File: src/rtl/sine_dds_pkg.sv
// Shared types and defaults for the sine DDS controller: FSM encoding, default widths, dither LFSR constants.
package sine_dds_pkg;

  typedef enum logic [1:0] {
    IDLE  = 2'd0,
    RUN   = 2'd1,
    DRAIN = 2'd2
  } dds_state_e;

  localparam int PW_DEF = 16;
  localparam int AW_DEF = 8;
  localparam int DW_DEF = 8;

  // Fibonacci taps 8,6,5,4 expressed as bit positions 7,5,4,3
  localparam logic [7:0] LFSR_SEED = 8'h01;
  localparam logic [7:0] LFSR_TAPS = 8'b1011_1000;

  function automatic logic lfsr_fb(input logic [7:0] s);
    return ^(s & LFSR_TAPS);
  endfunction

endpackage

File: src/rtl/sine_dds_ctrl_if.sv
// Table-write handshake plus the single RAM port; master = controller side, slave = host/RAM side.
interface sine_dds_ctrl_if
  import sine_dds_pkg::*;
#(
  parameter int AW = AW_DEF,
  parameter int DW = DW_DEF
);
  logic          wr_valid;
  logic          wr_ready;
  logic [AW-1:0] wr_addr;
  logic [DW-1:0] wr_data;
  logic [AW-1:0] mem_addr;
  logic          mem_we;
  logic [DW-1:0] mem_din;
  logic [DW-1:0] mem_qout;

  modport master (
    input  wr_valid, wr_addr, wr_data, mem_qout,
    output wr_ready, mem_addr, mem_we, mem_din
  );

  modport slave (
    output wr_valid, wr_addr, wr_data, mem_qout,
    input  wr_ready, mem_addr, mem_we, mem_din
  );
endinterface

File: src/rtl/sine_dds_ctrl_phase_acc.sv
// Tuning register and phase accumulator producing the truncated table address (combinational from phase).
// DDS_DITHER_EN adds LFSR dither to the address only; the accumulator itself stays exact.
module dds_phase_acc
  import sine_dds_pkg::*;
#(
  parameter int PW = PW_DEF,
  parameter int AW = AW_DEF
) (
  input  logic          clk,
  input  logic          rst_n,
  input  logic [PW-1:0] tune_in,
  input  logic          tune_ld,
  input  logic          en,
  output logic [AW-1:0] addr
);

  logic [PW-1:0] tune_q;
  logic [PW-1:0] phase_q;

  // a tune load takes effect on the accumulate after the loading cycle
  always_ff @(posedge clk) begin
    if (!rst_n) begin
      tune_q  <= '0;
      phase_q <= '0;
    end else begin
      if (tune_ld) tune_q <= tune_in;
      if (en) phase_q <= phase_q + tune_q;
    end
  end

`ifdef DDS_DITHER_EN
  localparam int DB = (PW - AW < 8) ? (PW - AW) : 8;

  logic [7:0]    lfsr_q;
  logic [PW-1:0] phase_dith;

  always_ff @(posedge clk) begin
    if (!rst_n) lfsr_q <= LFSR_SEED;
    else if (en) lfsr_q <= {lfsr_q[6:0], lfsr_fb(lfsr_q)};
  end

  assign phase_dith = phase_q + PW'(lfsr_q[DB-1:0]);
  assign addr       = phase_dith[PW-1 -: AW];
`else
  assign addr = phase_q[PW-1 -: AW];
`endif

endmodule

File: src/rtl/sine_dds_ctrl.sv
// NCO/DDS front end for a 256x8 sine RAM: table loads while idle, phase-driven reads while running.
// Sample latency RD_LAT+1 from address issue; optional address dither under DDS_DITHER_EN.
module sine_dds_ctrl
  import sine_dds_pkg::*;
#(
  parameter int PW     = PW_DEF,
  parameter int AW     = AW_DEF,
  parameter int DW     = DW_DEF,
  parameter int RD_LAT = 1
) (
  input  logic             clk,
  input  logic             rst_n,
  input  logic [PW-1:0]    tune_in,
  input  logic             tune_ld,
  input  logic             run,
  sine_dds_ctrl_if.master  bus,
  output logic [DW-1:0]    samp,
  output logic             samp_valid,
  output logic             busy
);

  localparam int CW = $clog2(RD_LAT + 1) + 1;

  dds_state_e     state_q, state_d;
  logic [CW-1:0]  drain_cnt;
  logic [RD_LAT:0] rd_pipe;
  logic [AW-1:0]  acc_addr;
  logic           acc_en;
  logic           wr_fire;

  dds_phase_acc #(.PW(PW), .AW(AW)) u_acc (
    .clk     (clk),
    .rst_n   (rst_n),
    .tune_in (tune_in),
    .tune_ld (tune_ld),
    .en      (acc_en),
    .addr    (acc_addr)
  );

  always_ff @(posedge clk) begin
    if (!rst_n) begin
      state_q   <= IDLE;
      drain_cnt <= '0;
    end else begin
      state_q   <= state_d;
      drain_cnt <= (state_q == DRAIN) ? drain_cnt + 1'b1 : '0;
    end
  end

  // DRAIN runs RD_LAT+1 cycles so the last issued read lands in samp before IDLE
  always_comb begin
    state_d = state_q;
    case (state_q)
      IDLE:    if (run) state_d = RUN;
      RUN:     if (!run) state_d = DRAIN;
      DRAIN:   if (drain_cnt == CW'(RD_LAT)) state_d = IDLE;
      default: state_d = IDLE;
    endcase
  end

  always_comb begin
    wr_fire      = (state_q == IDLE) && bus.wr_valid;
    acc_en       = (state_q == RUN);
    busy         = (state_q != IDLE);
    bus.wr_ready = (state_q == IDLE);
    bus.mem_we   = wr_fire;
    bus.mem_addr = acc_addr;
    bus.mem_din  = '0;
    if (wr_fire) begin
      bus.mem_addr = bus.wr_addr;
      bus.mem_din  = bus.wr_data;
    end
  end

  // one bit per RUN cycle marks which RAM outputs are real samples
  always_ff @(posedge clk) begin
    if (!rst_n) begin
      rd_pipe <= '0;
      samp    <= '0;
    end else begin
      rd_pipe <= {rd_pipe[RD_LAT-1:0], acc_en};
      if (rd_pipe[RD_LAT-1]) samp <= bus.mem_qout;
    end
  end

  assign samp_valid = rd_pipe[RD_LAT];

endmodule

File: src/flat_wrapper.sv
// flat-port wrapper written by rule: the top's interface ports become plain ports
module sine_dds_ctrl_flat import sine_dds_pkg::*;
#(
  parameter int PW     = PW_DEF,
  parameter int AW     = AW_DEF,
  parameter int DW     = DW_DEF,
  parameter int RD_LAT = 1
)
  (clk, rst_n, tune_in, tune_ld, run, samp, samp_valid, busy, bus_wr_valid, bus_wr_addr, bus_wr_data, bus_mem_qout, bus_wr_ready, bus_mem_addr, bus_mem_we, bus_mem_din);
  sine_dds_ctrl_if #(.AW(AW), .DW(DW)) bus_i ();
  input  logic clk;
  input  logic rst_n;
  input  logic [PW-1:0] tune_in;
  input  logic tune_ld;
  input  logic run;
  output logic [DW-1:0] samp;
  output logic samp_valid;
  output logic busy;
  input wire logic [$bits(bus_i.wr_valid)-1:0] bus_wr_valid;
  input wire logic [$bits(bus_i.wr_addr)-1:0] bus_wr_addr;
  input wire logic [$bits(bus_i.wr_data)-1:0] bus_wr_data;
  input wire logic [$bits(bus_i.mem_qout)-1:0] bus_mem_qout;
  output wire logic [$bits(bus_i.wr_ready)-1:0] bus_wr_ready;
  output wire logic [$bits(bus_i.mem_addr)-1:0] bus_mem_addr;
  output wire logic [$bits(bus_i.mem_we)-1:0] bus_mem_we;
  output wire logic [$bits(bus_i.mem_din)-1:0] bus_mem_din;
  assign bus_i.wr_valid = bus_wr_valid;
  assign bus_i.wr_addr = bus_wr_addr;
  assign bus_i.wr_data = bus_wr_data;
  assign bus_i.mem_qout = bus_mem_qout;
  assign bus_wr_ready = bus_i.wr_ready;
  assign bus_mem_addr = bus_i.mem_addr;
  assign bus_mem_we = bus_i.mem_we;
  assign bus_mem_din = bus_i.mem_din;
  sine_dds_ctrl #(.PW(PW), .AW(AW), .DW(DW), .RD_LAT(RD_LAT)) u_core (.clk(clk), .rst_n(rst_n), .tune_in(tune_in), .tune_ld(tune_ld), .run(run), .bus(bus_i), .samp(samp), .samp_valid(samp_valid), .busy(busy));
endmodule
File: config.mk
export PLATFORM = sky130hd
export DESIGN_NAME = sine_dds_ctrl_flat
export DESIGN_NICKNAME = d
export VERILOG_FILES = /design/src/rtl/sine_dds_pkg.sv /design/src/rtl/sine_dds_ctrl_if.sv /design/src/rtl/sine_dds_ctrl_phase_acc.sv /design/src/rtl/sine_dds_ctrl.sv /design/src/flat_wrapper.sv
export SDC_FILE = /design/constraint.sdc
export NUM_CORES = 1
export LEC_CHECK = 0
export CAP_MARGIN = 10
export CORE_ASPECT_RATIO = 1.2
export CORE_UTILIZATION = 44
export CTS_CLUSTER_SIZE = 20
export DETAILED_ROUTE_END_ITERATION = 8
export PLACE_DENSITY = 0.81
export SKIP_CTS_REPAIR_TIMING = 1
export SYNTH_ARGS = -nofsm -noshare
export SYNTH_HDL_FRONTEND = slang
export SYNTH_HIERARCHICAL = 1
export SYNTH_SLANG_ARGS = --single-unit
File: constraint.sdc
create_clock -name clk -period 2.3 [get_ports clk]
set_input_delay 0.46 -clock clk [delete_from_list [all_inputs] [get_ports clk]]
set_output_delay 0.46 -clock clk [all_outputs]
set_load 0.01 [all_outputs]
# Yosys cells after proc, flatten, opt, wreduce, memory -nomap -nowiden
# Index checks and enable logic that the tools add are counted.
[totals] regBits=46 output_inout_bits=28
[op_classes] addsub=2 muxes=6 n_reduce_logical=5 n_eq_ne=6
[ops] operator="16-bit adder" count=1
[ops] operator="8-bit two-way mux" count=2
[ops] operator="2-bit two-way mux" count=3
[ops] operator="2-bit inequality test, second input constant" count=3
[ops] operator="2-bit one-hot mux with 3 select lines" count=1
[ops] operator="2-bit by 1-bit == test with 1-bit output, second input constant" count=2
[ops] operator="3-bit AND reduction" count=1
[ops] operator="2-bit by 1-bit adder with 2-bit output, second input constant" count=1
[ops] operator="2-bit == test, second input constant" count=1
[ops] operator="2-bit zero test" count=1
[ops] operator="2-bit AND reduction" count=1
[ops] operator="2-bit nonzero test" count=1
[ops] operator="1-bit logical AND" count=1

# Longest topological paths before layout
[logic_depth] word_depth=3 depth_mapped=9

# Cells and area by module
# Netlist, hierarchy kept.
[by_module_without_submodules] module="dds_phase_acc" seq_area_each_um2=640.6 n_inst=1 cells_each=205 area_each_um2=1955.6
[by_module_without_submodules] module="sine_dds_ctrl" seq_area_each_um2=280.3 n_inst=1 cells_each=64 area_each_um2=701.9

# Least setup slack after synthesis
# No wires, ideal clock.
[synth_path] kind="register to register" from="register u_core.u_acc.tune_q[0]" to="register u_core.u_acc.phase_q[14]" t_required_ns=2.184 t_arrival_ns=2.054 path_slack_ns=0.130 path_buffers=0 stages_incl_launch_ff=10 cell_sequence="dfxtp_1 > ha_1 > fa_1 > a211oi_1 > o21bai_1 > a21oi_1 > o22ai_1 > or3_1 > nand3_1 > a21boi_1"
[synth_between] elab_chain_len=1
[synth_rtl] element="start: declaration" line="sine_dds_ctrl_phase_acc.sv:17" rtl="logic [PW-1:0] tune_q;"
[synth_rtl] element="start signal: assignment" line="sine_dds_ctrl_phase_acc.sv:26" rtl="if (tune_ld) tune_q <= tune_in;"
[synth_rtl] element="16-bit adder" line="sine_dds_ctrl_phase_acc.sv:27" rtl="if (en) phase_q <= phase_q + tune_q;"
[synth_rtl] element="end signal: assignment" line="sine_dds_ctrl_phase_acc.sv:27"
[synth_rtl] element="end: declaration" line="sine_dds_ctrl_phase_acc.sv:18" rtl="logic [PW-1:0] phase_q;"
# Every way passes these cells.
# A chain may end at the register's enable or synchronous reset.

# Worst setup path in the final report
[layout_path] from="register u_core.state_q[0]" to="output port bus_mem_addr[0]"
[layout_between] elab_chain_len=3
[layout_rtl] element="start: declaration" line="sine_dds_ctrl.sv:24" rtl="dds_state_e state_q, state_d;"
[layout_rtl] element="start signal: assignment" line="sine_dds_ctrl.sv:45" rtl="state_q <= state_d;"
[layout_rtl] element="2-bit zero test" line="sine_dds_ctrl.sv:62" rtl="wr_fire = (state_q == IDLE) && bus.wr_valid;"
[layout_rtl] element="1-bit logical AND" line="sine_dds_ctrl.sv:62"
[layout_rtl] element="8-bit two-way mux" line="sine_dds_ctrl.sv:69" rtl="if (wr_fire) begin"
[layout_rtl] element="end: declaration" line="flat_wrapper.sv:24" rtl="output wire logic [$bits(bus_i.mem_addr)-1:0] bus_mem_addr;"
# Every way passes these cells.

==> qor.yml <==
synth_edf_count: 0
grtUsageMet3: 0.0382
antenna_left: 0
avgSynthCellArea_sq_um: 9.88
cts.clk_slew.worst_paths_ns: 0.09
die_h_microns: 87.1
yosysTopAreaCellShare: 0.347
ioPinCount: 73
synth-main-ff-cell: "dfxtp_1"
start_util: 0.463
yosysUniqueCellTypes: 53
die-area_sq_um: 6360
multi_input_comb_area_sq_um: 1650
routedWlPerCell_microns: 13.8
yosys_warnings: 6
async_flop_share: 0
cts_tree: "yes"
syn2layout_area_growth_pct: 43.5
ys_seq_area_frac: 0.347
insertedDiodeCount: 0
portBuffers: 72
irDropWorstVdd_mv: 0.303
hold_viol: 0
finalCritPeriodShare: 1.00
place_hpwl_mm: 3.99
use_met1: 0.222
critPathMaxFanout: 8
clk_latency_ns: 0.30
drt_iter0_markers: 87
synth-simple-area-share: 0.214
synth_top_area_cell: "dfxtp_1"
synth_xor_area_frac: 0.0231
cts_root_buf: "clkbuf_8"
synthesis.area_sq_um: 2660
grt_pass1_vias: 2039
finalSetupViolCount: 1
antenna_found_initial: 0
grtUsageTotal: 0.186
max_slew_margin: 0.631
p_leak_nw: 1.78
synthAdderAreaFrac: 0.0829
clkSinkCount: 46
min_path_type: "reg2reg"
power.density_nw_per_um2: 531
drc: 0
setup_ws_ns: -0.00930
fin_nets: 412
synth_common_cells: "dfxtp_1, mux2i_1, nor2b_1"
drt_pass1_iterations: 4
grt_first_pass_wirelength_mm: 9.27
muxShareOfSynthArea: 0.156
synth_compound_area_frac: 0.128
cts_buffer_depth: 2
vias: 2173
cp-start-kind: "register"
gp_congestion: 0.774
fmax_ghz: 0.433
cp_data_arrival_time_ns: 1.85
worst_pin_slew_ns: 0.554
synthMostInstantiatedCell: "dfxtp_1"
netlist_instances: 269
busiest_layer: "met2"
synth_area_leaders: "dfxtp_1, mux2i_1, ha_1"
clock_skew_ns: 0.00650
criticalPathCategory: "reg2out"
fp.coreArea_sq_um: 5740
routed_wl_mm: 5.95
syn-num-nets: 331
regArea_sq_um: 928
die_w_microns: 72.9
cts_inserted_buffers: 5
crit_required_ns: 1.84
grt_setup_unrepaired: "yes"
fillers: 452
violations: "setup timing"
synth_top_family_by_area: "simple AND/OR/NAND/NOR gates"
grtUsageMet2: 0.336
cts_htree_levels: 2
drive_above_1_share: 0.208
grt-ovfl-total: 0
drv_slew: 0
grt_max_degree: 30
status: "finished with violations"
avgViaCountPerCell: 5.04
end_kind: "output pin"
ys_ff_latch: 46
core.rowCount: 30
drv_cap: 0
fin_hold_ws_ns: 0.425
pre_cts_ws_ns: -0.301
period_needed_ns: 2.31
-- final timing paths --
kind	depth (start not counted)	start	slack [ns]	end
worst min register to register	1	u_core/drain_cnt[0]$_SDFF_PN0_	0.43	u_core/drain_cnt[0]$_SDFF_PN0_
worst max-delay path	8	u_core/state_q[0]$_SDFFE_PN0P_	-0.009	bus_mem_addr[0]
worst min-delay path	1	u_core/drain_cnt[0]$_SDFF_PN0_	0.43	u_core/drain_cnt[0]$_SDFF_PN0_
worst max register to register	9	u_core/u_acc/tune_q[0]$_SDFFE_PN0P_	0.08	u_core/u_acc/phase_q[14]$_SDFFE_PN0P_
-- metrics by stage --
step                      cell area [sq um]  utilization  instances  setup TNS (ns)  power [mW]
after floorplan                        2660            -        269               0        1.10
after global placement                 3430        0.598        409           -3.06        1.26
after detailed placement               3430        0.598        409           -3.76        1.27
after CTS                              3580        0.623        417           -3.79        2.01
after global routing                   3810        0.664        431          -0.103        2.11
final                                  3810        0.664        431        -0.00930        2.02
-- layout make-up --
cell class | instances | area share
Sequential cell | 46 | 0.243
Timing Repair Buffer | 94 | 0.256
Clock inverter | 2 | 0.0157
Multi-Input combinational cell | 199 | 0.433
Inverter | 4 | 0.00394
Tap cell | 80 | 0.0262
Clock buffer | 6 | 0.0216
-- cells in the final DEF (no fill, tap or decap), types with 2 or more instances in the layout --
| master | n |
|---|---|
| nand2b_1 | 5 |
| a21boi_1 | 2 |
| a21o_1 | 4 |
| xor2_1 | 2 |
| o21ai_1 | 4 |
| and2_1 | 2 |
| nand4_1 | 2 |
| inv_1 | 4 |
| o211ai_1 | 2 |
| nor2_1 | 7 |
| and3b_2 | 2 |
| a21oi_1 | 2 |
| clkdlybuf4s50_1 | 55 |
| o211a_1 | 2 |
| mux2i_1 | 32 |
| o21a_1 | 3 |
| buf_6 | 6 |
| clkbuf_8 | 6 |
| buf_4 | 15 |
| mux2_2 | 6 |
| nor3b_1 | 2 |
| and2_2 | 8 |
| dfxtp_4 | 2 |
| xnor2_1 | 5 |
| dlymetal6s2s_1 | 16 |
| dfxtp_1 | 44 |
| bufinv_16 | 2 |
| o21ai_0 | 6 |
| ha_1 | 15 |
| nand2_1 | 9 |
| nand3_1 | 3 |
| a21oi_2 | 6 |
| mux2_4 | 2 |
| nor2b_1 | 32 |
| nand3b_1 | 8 |
-- worst max-delay path, stage by stage (launching register included) --
cell     delay (ns)
dfxtp_4        0.36
nor3b_4        0.28
buf_12         0.17
buf_6          0.09
buf_6          0.08
buf_6          0.08
buf_6          0.08
mux2_4         0.29
buf_6          0.12
-- power by group --
part / switching [mW] / leakage [nW] / total, mW / internal (mW)
Combinational: 0.165 / 1.33 / 0.426 / 0.261
Clock: 0.274 / 0.0714 / 0.738 / 0.463
Sequential: 0.0285 / 0.377 / 0.861 / 0.833
Total: 0.468 / 1.78 / 2.02 / 1.56
-- routing by layer --
layer	routed length [microns]	up-vias
li1	-	1100
met1	2620	1004
met2	3000	62
met3	275	7
met4	61	0
met5	0	-
-- cell families (layout without fill, tap and decap cells) --
kind of cell / Yosys count / after routing
AND/OR/NAND/NOR: 90 / 90
AO/OA/AOI/OAI: 45 / 45
adder cells (fa/ha/maj): 17 / 17
buffers and inverters: 24 / 106
XOR/XNOR: 7 / 7
multiplexers: 40 / 40
flip-flops: 46 / 46
-- sequential cells by signal, summed over array words and instances (netlist names) --
name                  count
u_core/samp               8
u_core/rd_pipe            2
u_core/drain_cnt          2
u_core/u_acc/tune_q      16
u_core/u_acc/phase_q     16
u_core/state_q            2
Power figures use the tool's default switching activity.
